==> src/rtl/rcc_sync_pkg.sv <==
// Shared constants and helpers for the RCC status synchroniser/filter slice.
// Holds the legal synchroniser depth range and the effective filter length rule.
package rcc_sync_pkg;

  localparam int unsigned STAGE_NUM_MIN = 2;
  localparam int unsigned STAGE_NUM_MAX = 4;
  localparam int unsigned FILT_W_DEF    = 4;

  // Effective filter length: a disabled filter or a zero length behaves as one cycle.
  function automatic int unsigned calc_leff(input logic en, input int unsigned len);
    return (en && (len != 0)) ? len : 1;
  endfunction

endpackage

==> src/rtl/rcc_status_sync_filter_if.sv <==
// Status/config bundle between the RCC register block (master) and the filter (slave).
// The register side drives the raw inputs and controls; the filter returns levels and events.
interface rcc_status_sync_filter_if #(
  parameter int unsigned CH_NUM = 11,
  parameter int unsigned FILT_W = rcc_sync_pkg::FILT_W_DEF
);

  logic [CH_NUM-1:0] async_in;
  logic [FILT_W-1:0] filt_len;
  logic [CH_NUM-1:0] filt_en;
  logic [CH_NUM-1:0] irq_en;
  logic [CH_NUM-1:0] flag_clr;
  logic [CH_NUM-1:0] sync_level;
  logic [CH_NUM-1:0] rise_pulse;
  logic [CH_NUM-1:0] fall_pulse;
  logic [CH_NUM-1:0] event_flag;
  logic              irq;

  modport master (
    output async_in, filt_len, filt_en, irq_en, flag_clr,
    input  sync_level, rise_pulse, fall_pulse, event_flag, irq
  );

  modport slave (
    input  async_in, filt_len, filt_en, irq_en, flag_clr,
    output sync_level, rise_pulse, fall_pulse, event_flag, irq
  );

endinterface

==> src/rtl/rcc_sync_filter_ch.sv <==
// One status channel: synchroniser chain, persistence filter, edge pulses and sticky flag.
// A change on the synchronised input must hold for Leff consecutive cycles to reach sync_level.
module rcc_sync_filter_ch
  import rcc_sync_pkg::*;
#(
  parameter int unsigned STAGE_NUM = 2,
  parameter int unsigned FILT_W    = FILT_W_DEF,
  parameter logic        RST_VAL   = 1'b0
) (
  input  logic              clk,
  input  logic              rst,
  input  logic              async_in,
  input  logic [FILT_W-1:0] filt_len,
  input  logic              filt_en,
  input  logic              flag_clr,
  output logic              sync_level,
  output logic              rise_pulse,
  output logic              fall_pulse,
  output logic              event_flag
);

  if ((STAGE_NUM < STAGE_NUM_MIN) || (STAGE_NUM > STAGE_NUM_MAX)) begin : g_bad_stage
    $error("rcc_sync_filter_ch: STAGE_NUM out of range");
  end

  logic [STAGE_NUM-1:0] sync_q;
  logic [FILT_W-1:0]    cnt;
  logic [FILT_W-1:0]    cnt_lim;
  logic                 s;
  logic                 differ;
  logic                 toggle;

  assign s       = sync_q[STAGE_NUM-1];
  assign cnt_lim = FILT_W'(calc_leff(filt_en, 32'(filt_len)) - 1);
  assign differ  = s ^ sync_level;
  // Compared against the live limit so a shortened filt_len takes effect mid-count.
  assign toggle  = differ && (cnt >= cnt_lim);

  // NOTE: all state below uses non-blocking assignments so every flop samples pre-edge values.
  always_ff @(posedge clk or posedge rst) begin
    if (rst) begin
      sync_q <= {STAGE_NUM{RST_VAL}};
    end else begin
      sync_q <= {sync_q[STAGE_NUM-2:0], async_in};
    end
  end

  always_ff @(posedge clk or posedge rst) begin
    if (rst) begin
      cnt <= '0;
    end else if (!differ || toggle) begin
      cnt <= '0;
    end else if (cnt != '1) begin
      cnt <= cnt + 1'b1;
    end
  end

  always_ff @(posedge clk or posedge rst) begin
    if (rst) begin
      sync_level <= RST_VAL;
      rise_pulse <= 1'b0;
      fall_pulse <= 1'b0;
    end else begin
      if (toggle) begin
        sync_level <= s;
      end
      rise_pulse <= toggle & s;
      fall_pulse <= toggle & ~s;
    end
  end

  // A new edge outranks a simultaneous clear so no event is ever lost.
  always_ff @(posedge clk or posedge rst) begin
    if (rst) begin
      event_flag <= 1'b0;
    end else if (rise_pulse || fall_pulse) begin
      event_flag <= 1'b1;
    end else if (flag_clr) begin
      event_flag <= 1'b0;
    end
  end

endmodule

==> src/rtl/rcc_status_sync_filter.sv <==
// Multi-channel RCC status synchroniser/filter: CH_NUM independent channels sharing filt_len,
// plus a registered interrupt request from the enabled sticky flags.
module rcc_status_sync_filter
  import rcc_sync_pkg::*;
#(
  parameter int unsigned       CH_NUM    = 11,
  parameter int unsigned       STAGE_NUM = 2,
  parameter int unsigned       FILT_W    = FILT_W_DEF,
  parameter logic [CH_NUM-1:0] RST_VAL   = {CH_NUM{1'b0}}
) (
  input  logic                     rcc_rcc_hclk,
  input  logic                     rcc_rcc_sync_rst,
  rcc_status_sync_filter_if.slave  bus
);

  wire [CH_NUM-1:0] sync_level_w;
  wire [CH_NUM-1:0] rise_pulse_w;
  wire [CH_NUM-1:0] fall_pulse_w;
  wire [CH_NUM-1:0] event_flag_w;
  logic             irq_q;

  for (genvar i = 0; i < CH_NUM; i++) begin : g_ch
    rcc_sync_filter_ch #(
      .STAGE_NUM (STAGE_NUM),
      .FILT_W    (FILT_W),
      .RST_VAL   (RST_VAL[i])
    ) u_ch (
      .clk        (rcc_rcc_hclk),
      .rst        (rcc_rcc_sync_rst),
      .async_in   (bus.async_in[i]),
      .filt_len   (bus.filt_len),
      .filt_en    (bus.filt_en[i]),
      .flag_clr   (bus.flag_clr[i]),
      .sync_level (sync_level_w[i]),
      .rise_pulse (rise_pulse_w[i]),
      .fall_pulse (fall_pulse_w[i]),
      .event_flag (event_flag_w[i])
    );
  end

  always_ff @(posedge rcc_rcc_hclk or posedge rcc_rcc_sync_rst) begin
    if (rcc_rcc_sync_rst) begin
      irq_q <= 1'b0;
    end else begin
      irq_q <= |(event_flag_w & bus.irq_en);
    end
  end

  assign bus.sync_level = sync_level_w;
  assign bus.rise_pulse = rise_pulse_w;
  assign bus.fall_pulse = fall_pulse_w;
  assign bus.event_flag = event_flag_w;
  assign bus.irq        = irq_q;

endmodule

==> src/flat_wrapper.sv <==
// flat-port wrapper written by rule: the top's interface ports become plain ports
module rcc_status_sync_filter_flat import rcc_sync_pkg::*;
#(
  parameter int unsigned       CH_NUM    = 11,
  parameter int unsigned       STAGE_NUM = 2,
  parameter int unsigned       FILT_W    = FILT_W_DEF,
  parameter logic [CH_NUM-1:0] RST_VAL   = {CH_NUM{1'b0}}
)
  (rcc_rcc_hclk, rcc_rcc_sync_rst, bus_async_in, bus_filt_len, bus_filt_en, bus_irq_en, bus_flag_clr, bus_sync_level, bus_rise_pulse, bus_fall_pulse, bus_event_flag, bus_irq);
  rcc_status_sync_filter_if #(.CH_NUM(CH_NUM), .FILT_W(FILT_W)) bus_i ();
  input  logic rcc_rcc_hclk;
  input  logic rcc_rcc_sync_rst;
  input wire logic [$bits(bus_i.async_in)-1:0] bus_async_in;
  input wire logic [$bits(bus_i.filt_len)-1:0] bus_filt_len;
  input wire logic [$bits(bus_i.filt_en)-1:0] bus_filt_en;
  input wire logic [$bits(bus_i.irq_en)-1:0] bus_irq_en;
  input wire logic [$bits(bus_i.flag_clr)-1:0] bus_flag_clr;
  output wire logic [$bits(bus_i.sync_level)-1:0] bus_sync_level;
  output wire logic [$bits(bus_i.rise_pulse)-1:0] bus_rise_pulse;
  output wire logic [$bits(bus_i.fall_pulse)-1:0] bus_fall_pulse;
  output wire logic [$bits(bus_i.event_flag)-1:0] bus_event_flag;
  output wire logic [$bits(bus_i.irq)-1:0] bus_irq;
  assign bus_i.async_in = bus_async_in;
  assign bus_i.filt_len = bus_filt_len;
  assign bus_i.filt_en = bus_filt_en;
  assign bus_i.irq_en = bus_irq_en;
  assign bus_i.flag_clr = bus_flag_clr;
  assign bus_sync_level = bus_i.sync_level;
  assign bus_rise_pulse = bus_i.rise_pulse;
  assign bus_fall_pulse = bus_i.fall_pulse;
  assign bus_event_flag = bus_i.event_flag;
  assign bus_irq = bus_i.irq;
  rcc_status_sync_filter #(.CH_NUM(CH_NUM), .STAGE_NUM(STAGE_NUM), .FILT_W(FILT_W), .RST_VAL(RST_VAL)) u_core (.rcc_rcc_hclk(rcc_rcc_hclk), .rcc_rcc_sync_rst(rcc_rcc_sync_rst), .bus(bus_i));
endmodule
==> config.mk <==
export PLATFORM = sky130hd
export DESIGN_NAME = rcc_status_sync_filter_flat
export DESIGN_NICKNAME = d
export VERILOG_FILES = /design/src/rtl/rcc_sync_pkg.sv /design/src/rtl/rcc_status_sync_filter_if.sv /design/src/rtl/rcc_sync_filter_ch.sv /design/src/rtl/rcc_status_sync_filter.sv /design/src/flat_wrapper.sv
export SDC_FILE = /design/constraint.sdc
export NUM_CORES = 1
export LEC_CHECK = 0
export ABC_AREA = 1
export BUFFER_PORTS_ARGS = -buffer_cell sky130_fd_sc_hd__buf_4
export CAP_MARGIN = 20
export CORE_AREA = 2 2 135 137
export CTS_CLUSTER_DIAMETER = 50
export DETAILED_ROUTE_END_ITERATION = 7
export DIE_AREA = 0 0 137 139
export GPL_TIMING_DRIVEN = 0
export SKIP_LAST_GASP = 1
export SLEW_MARGIN = 20
export SYNTH_ARGS = -nofsm -noshare
export SYNTH_HDL_FRONTEND = slang
export SYNTH_HIERARCHICAL = 1
export SYNTH_SLANG_ARGS = --single-unit
==> constraint.sdc <==
create_clock -name rcc_rcc_hclk -period 1.9 [get_ports rcc_rcc_hclk]
set_clock_uncertainty 0.05 [all_clocks]
set_input_delay 0.285 -clock rcc_rcc_hclk [delete_from_list [all_inputs] [get_ports rcc_rcc_hclk]]
set_output_delay 0.285 -clock rcc_rcc_hclk [all_outputs]
set_load 0.02 [all_outputs]
==> flow_metrics.py <==
metrics = {
    "status": {
        "status": "finished clean",
    },
    "worst_setup_path": {
        "critical_path.top_delay_family": "simple AND/OR/NAND/NOR gates",
        "crit_path_max_incr_delay_ns": 0.25,
        "crit_cells": 13,
        "critical_path_buf_inv_count": 2,
        "critPathRequiredTime_ns": 2.13,
        "crit_type": "input port to register",
        "critPathMaxFanout": 22,
        "endpoint_kind": "register",
        "crit_chain": "buf_8 > nor2_1 > nand2_1 > nand2_1 > nor2_1 > ha_1 > xor2_1 > ha_1 > nand2_1 > inv_2 > nand2_2 > nand4_2 > nor2_1",
        "worstPathArrival_ns": 1.93,
        "rr_worst_depth": 6,
        "cp_slowest_cell": "ha_1",
        "startpoint_type": "input port",
    },
    "cells_and_area": {
        "fin_util": 0.473,
        "area_growth_pct": 21.4,
        "n_antenna_cell": 0,
        "drive_above_1_share": 0.195,
        "seq_area_sq_um": 2780,
        "multi_input_area_sq_um": 3400,
        "fill_cells": 1762,
        "num-nets-final": 1091,
        "fin_cells": 1209,
    },
    "power": {
        "power.total_w": 0.00936,
        "p_per_area_nw_per_um2": 1120,
        "vdd_drop_max_v": 0.000527,
        "power.leakage_nw": 4.70,
    },
    "clocking": {
        "root_buffer": "clkbuf_16",
        "clock-sinks": 111,
        "cts_tree": "done",
        "clk_pin_slew_ns": 0.07,
        "cts_setup_buffers": 0,
        "clock_latency_ns": 0.35,
        "htreeDepth": 3,
        "cts-buffers-inserted": 9,
        "clockBufferDepth": 2,
    },
    "floorplanning": {
        "coreArea_sq_um": 17700,
        "rows": 49,
        "start_util": 0.390,
        "dieArea_sq_um": 19000,
        "die-width_microns": 137,
        "io-pin-count": 95,
        "die_h_microns": 139,
    },
    "synthesis": {
        "syn_avg_cell_area_sq_um": 8.02,
        "synth_edf_count": 0,
        "async_flop_share": 1.00,
        "ys_types": 17,
        "synth.top_cell.area_share": 0.404,
        "synth_top_family_by_area": "simple AND/OR/NAND/NOR gates",
        "synth_top_cell_by_area": "dfrtp_1",
        "synth_compound_gate_area_share": 0.0591,
        "synthCells": 858,
        "synth_seq_area_share": 0.404,
        "netlist_top_cells_area": "dfrtp_1, ha_1, nand2_1",
        "ys_seq_elements": 111,
        "synth-xor-area-share": 0.0280,
        "yosys.area_share.simple": 0.286,
        "syn_nets": 974,
        "yosysWarnings": 6,
        "netlist_area_sq_um": 6880,
        "synth_fa_ha_area_frac": 0.120,
        "synth.most_common_cell": "nand2_1",
        "synth.top_cells.by_count": "nand2_1, inv_1, dfrtp_1, nor2_1, ha_1",
        "synth_mux_area_frac": 0,
        "synthFlopType": "dfrtp_1",
    },
    "detailed_routing": {
        "num_vias": 5376,
        "wire_per_inst_microns": 11.3,
        "dr.pass1.iters": 5,
        "ant_nets": 0,
        "routed_wirelength_microns": 13600,
        "vias_per_cell": 4.45,
        "drtIter0Drc": 230,
        "drc": 0,
    },
    "placement": {
        "io_buffers": 94,
        "place_inst": 1181,
        "post-dp-hpwl_microns": 10400,
        "finalWeightedCongestion": 0.764,
        "place_ws_ns": -0.363,
    },
    "job": {
        "cap_violations": 0,
    },
    "grt": {
        "grt_max_degree": 34,
        "met3_usage": 0.0373,
        "grt_pass1_vias": 5136,
        "grt_pass1_wl_microns": 23600,
        "gr-total-overflow": 0,
        "grt_use_total": 0.154,
        "gr-usage-met2": 0.252,
        "grt_antenna_before_repair": 0,
        "use_met1": 0.202,
        "busiest_layer": "met2",
    },
    "sta": {
        "slew_headroom": 0.713,
        "tightest_slew_ns": 0.430,
        "post-route-min-period_ns": 1.70,
        "postLayoutSetupSlackWorst_ns": 0.199,
        "rsz0062_at_grt": "no",
        "slew_viol_final": 0,
        "min_period_over_period": 0.895,
        "finalHoldWorstSlack_ns": 0.0628,
        "hold_viol": 0,
        "setup_viol": 0,
        "fmax_mhz": 588,
    },
    "min_path": {
        "hold_path_depth": 2,
        "hold_class": "input port to register",
    },
}
registers in the layout (all words and copies together), names as in the netlist:
register and flops:
u_core/g_ch.u_ch/sync_q 22, u_core/g_ch.u_ch/rise_pulse 11, u_core/g_ch.u_ch/sync_level 11, u_core/g_ch.u_ch/fall_pulse 11
u_core/g_ch.u_ch/event_flag 11, u_core/bus.irq 1, u_core/g_ch.u_ch/cnt 44
cell families after synthesis:
logic type	Yosys count
and+or+nand+nor	414
adders and majority gates	66
buffers and inverters	189
DFF	111
xor gates and xnor gates	22
AOI/OAI and AO/OA	56
timing repair:
action,CTS,global route
hold endpoints to repair,89,0
hold buffers,12,0
setup endpoints to repair,0,76
gates resized for setup,0,15
final cells by class:
cell class / count / area share
multi-input cells: 558 / 0.407
inverters: 189 / 0.0850
repair buffers: 106 / 0.104
clock buffers: 12 / 0.0319
well taps: 229 / 0.0343
flip-flops and latches: 111 / 0.333
clock inverters: 4 / 0.00450
final timing paths:
| kind | start | endpoint | slack, ns |
|---|---|---|---|
| max in group asynchronous | rcc_rcc_sync_rst | u_core/g_ch[4].u_ch/cnt[1] | 0.94 |
| min in group asynchronous | rcc_rcc_sync_rst | u_core/bus.irq | 0.39 |
| worst min-delay path | bus_flag_clr[6] | u_core/g_ch[6].u_ch/event_flag | 0.06 |
| worst min register to register | u_core/g_ch[4].u_ch/sync_q[0] | u_core/g_ch[4].u_ch/sync_q[1] | 0.30 |
| worst max-delay path | bus_filt_len[3] | u_core/g_ch[8].u_ch/cnt[2] | 0.20 |
| worst max register to register | u_core/g_ch[8].u_ch/cnt[3] | u_core/g_ch[8].u_ch/cnt[2] | 0.49 |
stage by stage:
step,setup TNS (ns),area (sq um)
2_1_floorplan,0,6880
3_3_place_gp,-18.90,7870
3_5_place_dp,-20.30,7870
4_1_cts,0,8300
5_1_grt,0,8350
6_report,0,8350
cell usage in the layout, fill, tap and decap left out, types with 22 or more instances in the layout:
cell type / n
nor2_1: 87
o21ai_0: 22
ha_1: 66
nand2_1: 191
nand3_2: 22
o21ai_1: 22
buf_4: 90
xor2_1: 22
nand2_2: 22
nand3_1: 55
dfrtp_1: 111
inv_1: 178
worst register-to-register path, delay by kind of cell (launching register included):
| family | cells | cell delay, ns |
|---|---|---|
| adder cells (fa/ha/maj) | 1 | 0.35 |
| buffers and inverters | 1 | 0.04 |
| flip-flops | 1 | 0.41 |
| AND/OR/NAND/NOR | 4 | 0.48 |
layer usage:
layer | vias to the layer above | wire (microns)
met5 | - | 0
met4 | 0 | 209
met3 | 12 | 623
met2 | 93 | 6380
met1 | 2385 | 6430
li1 | 2886 | -
report_power, final:
part	internal, W	switching [W]	total [W]
registers	0.00295	0.000505	0.00345
logic	0.00163	0.00238	0.00401
clock network	0.00101	0.000878	0.00189
total	0.00559	0.00376	0.00936
Note: power is estimated with default switching activity, not from simulation.
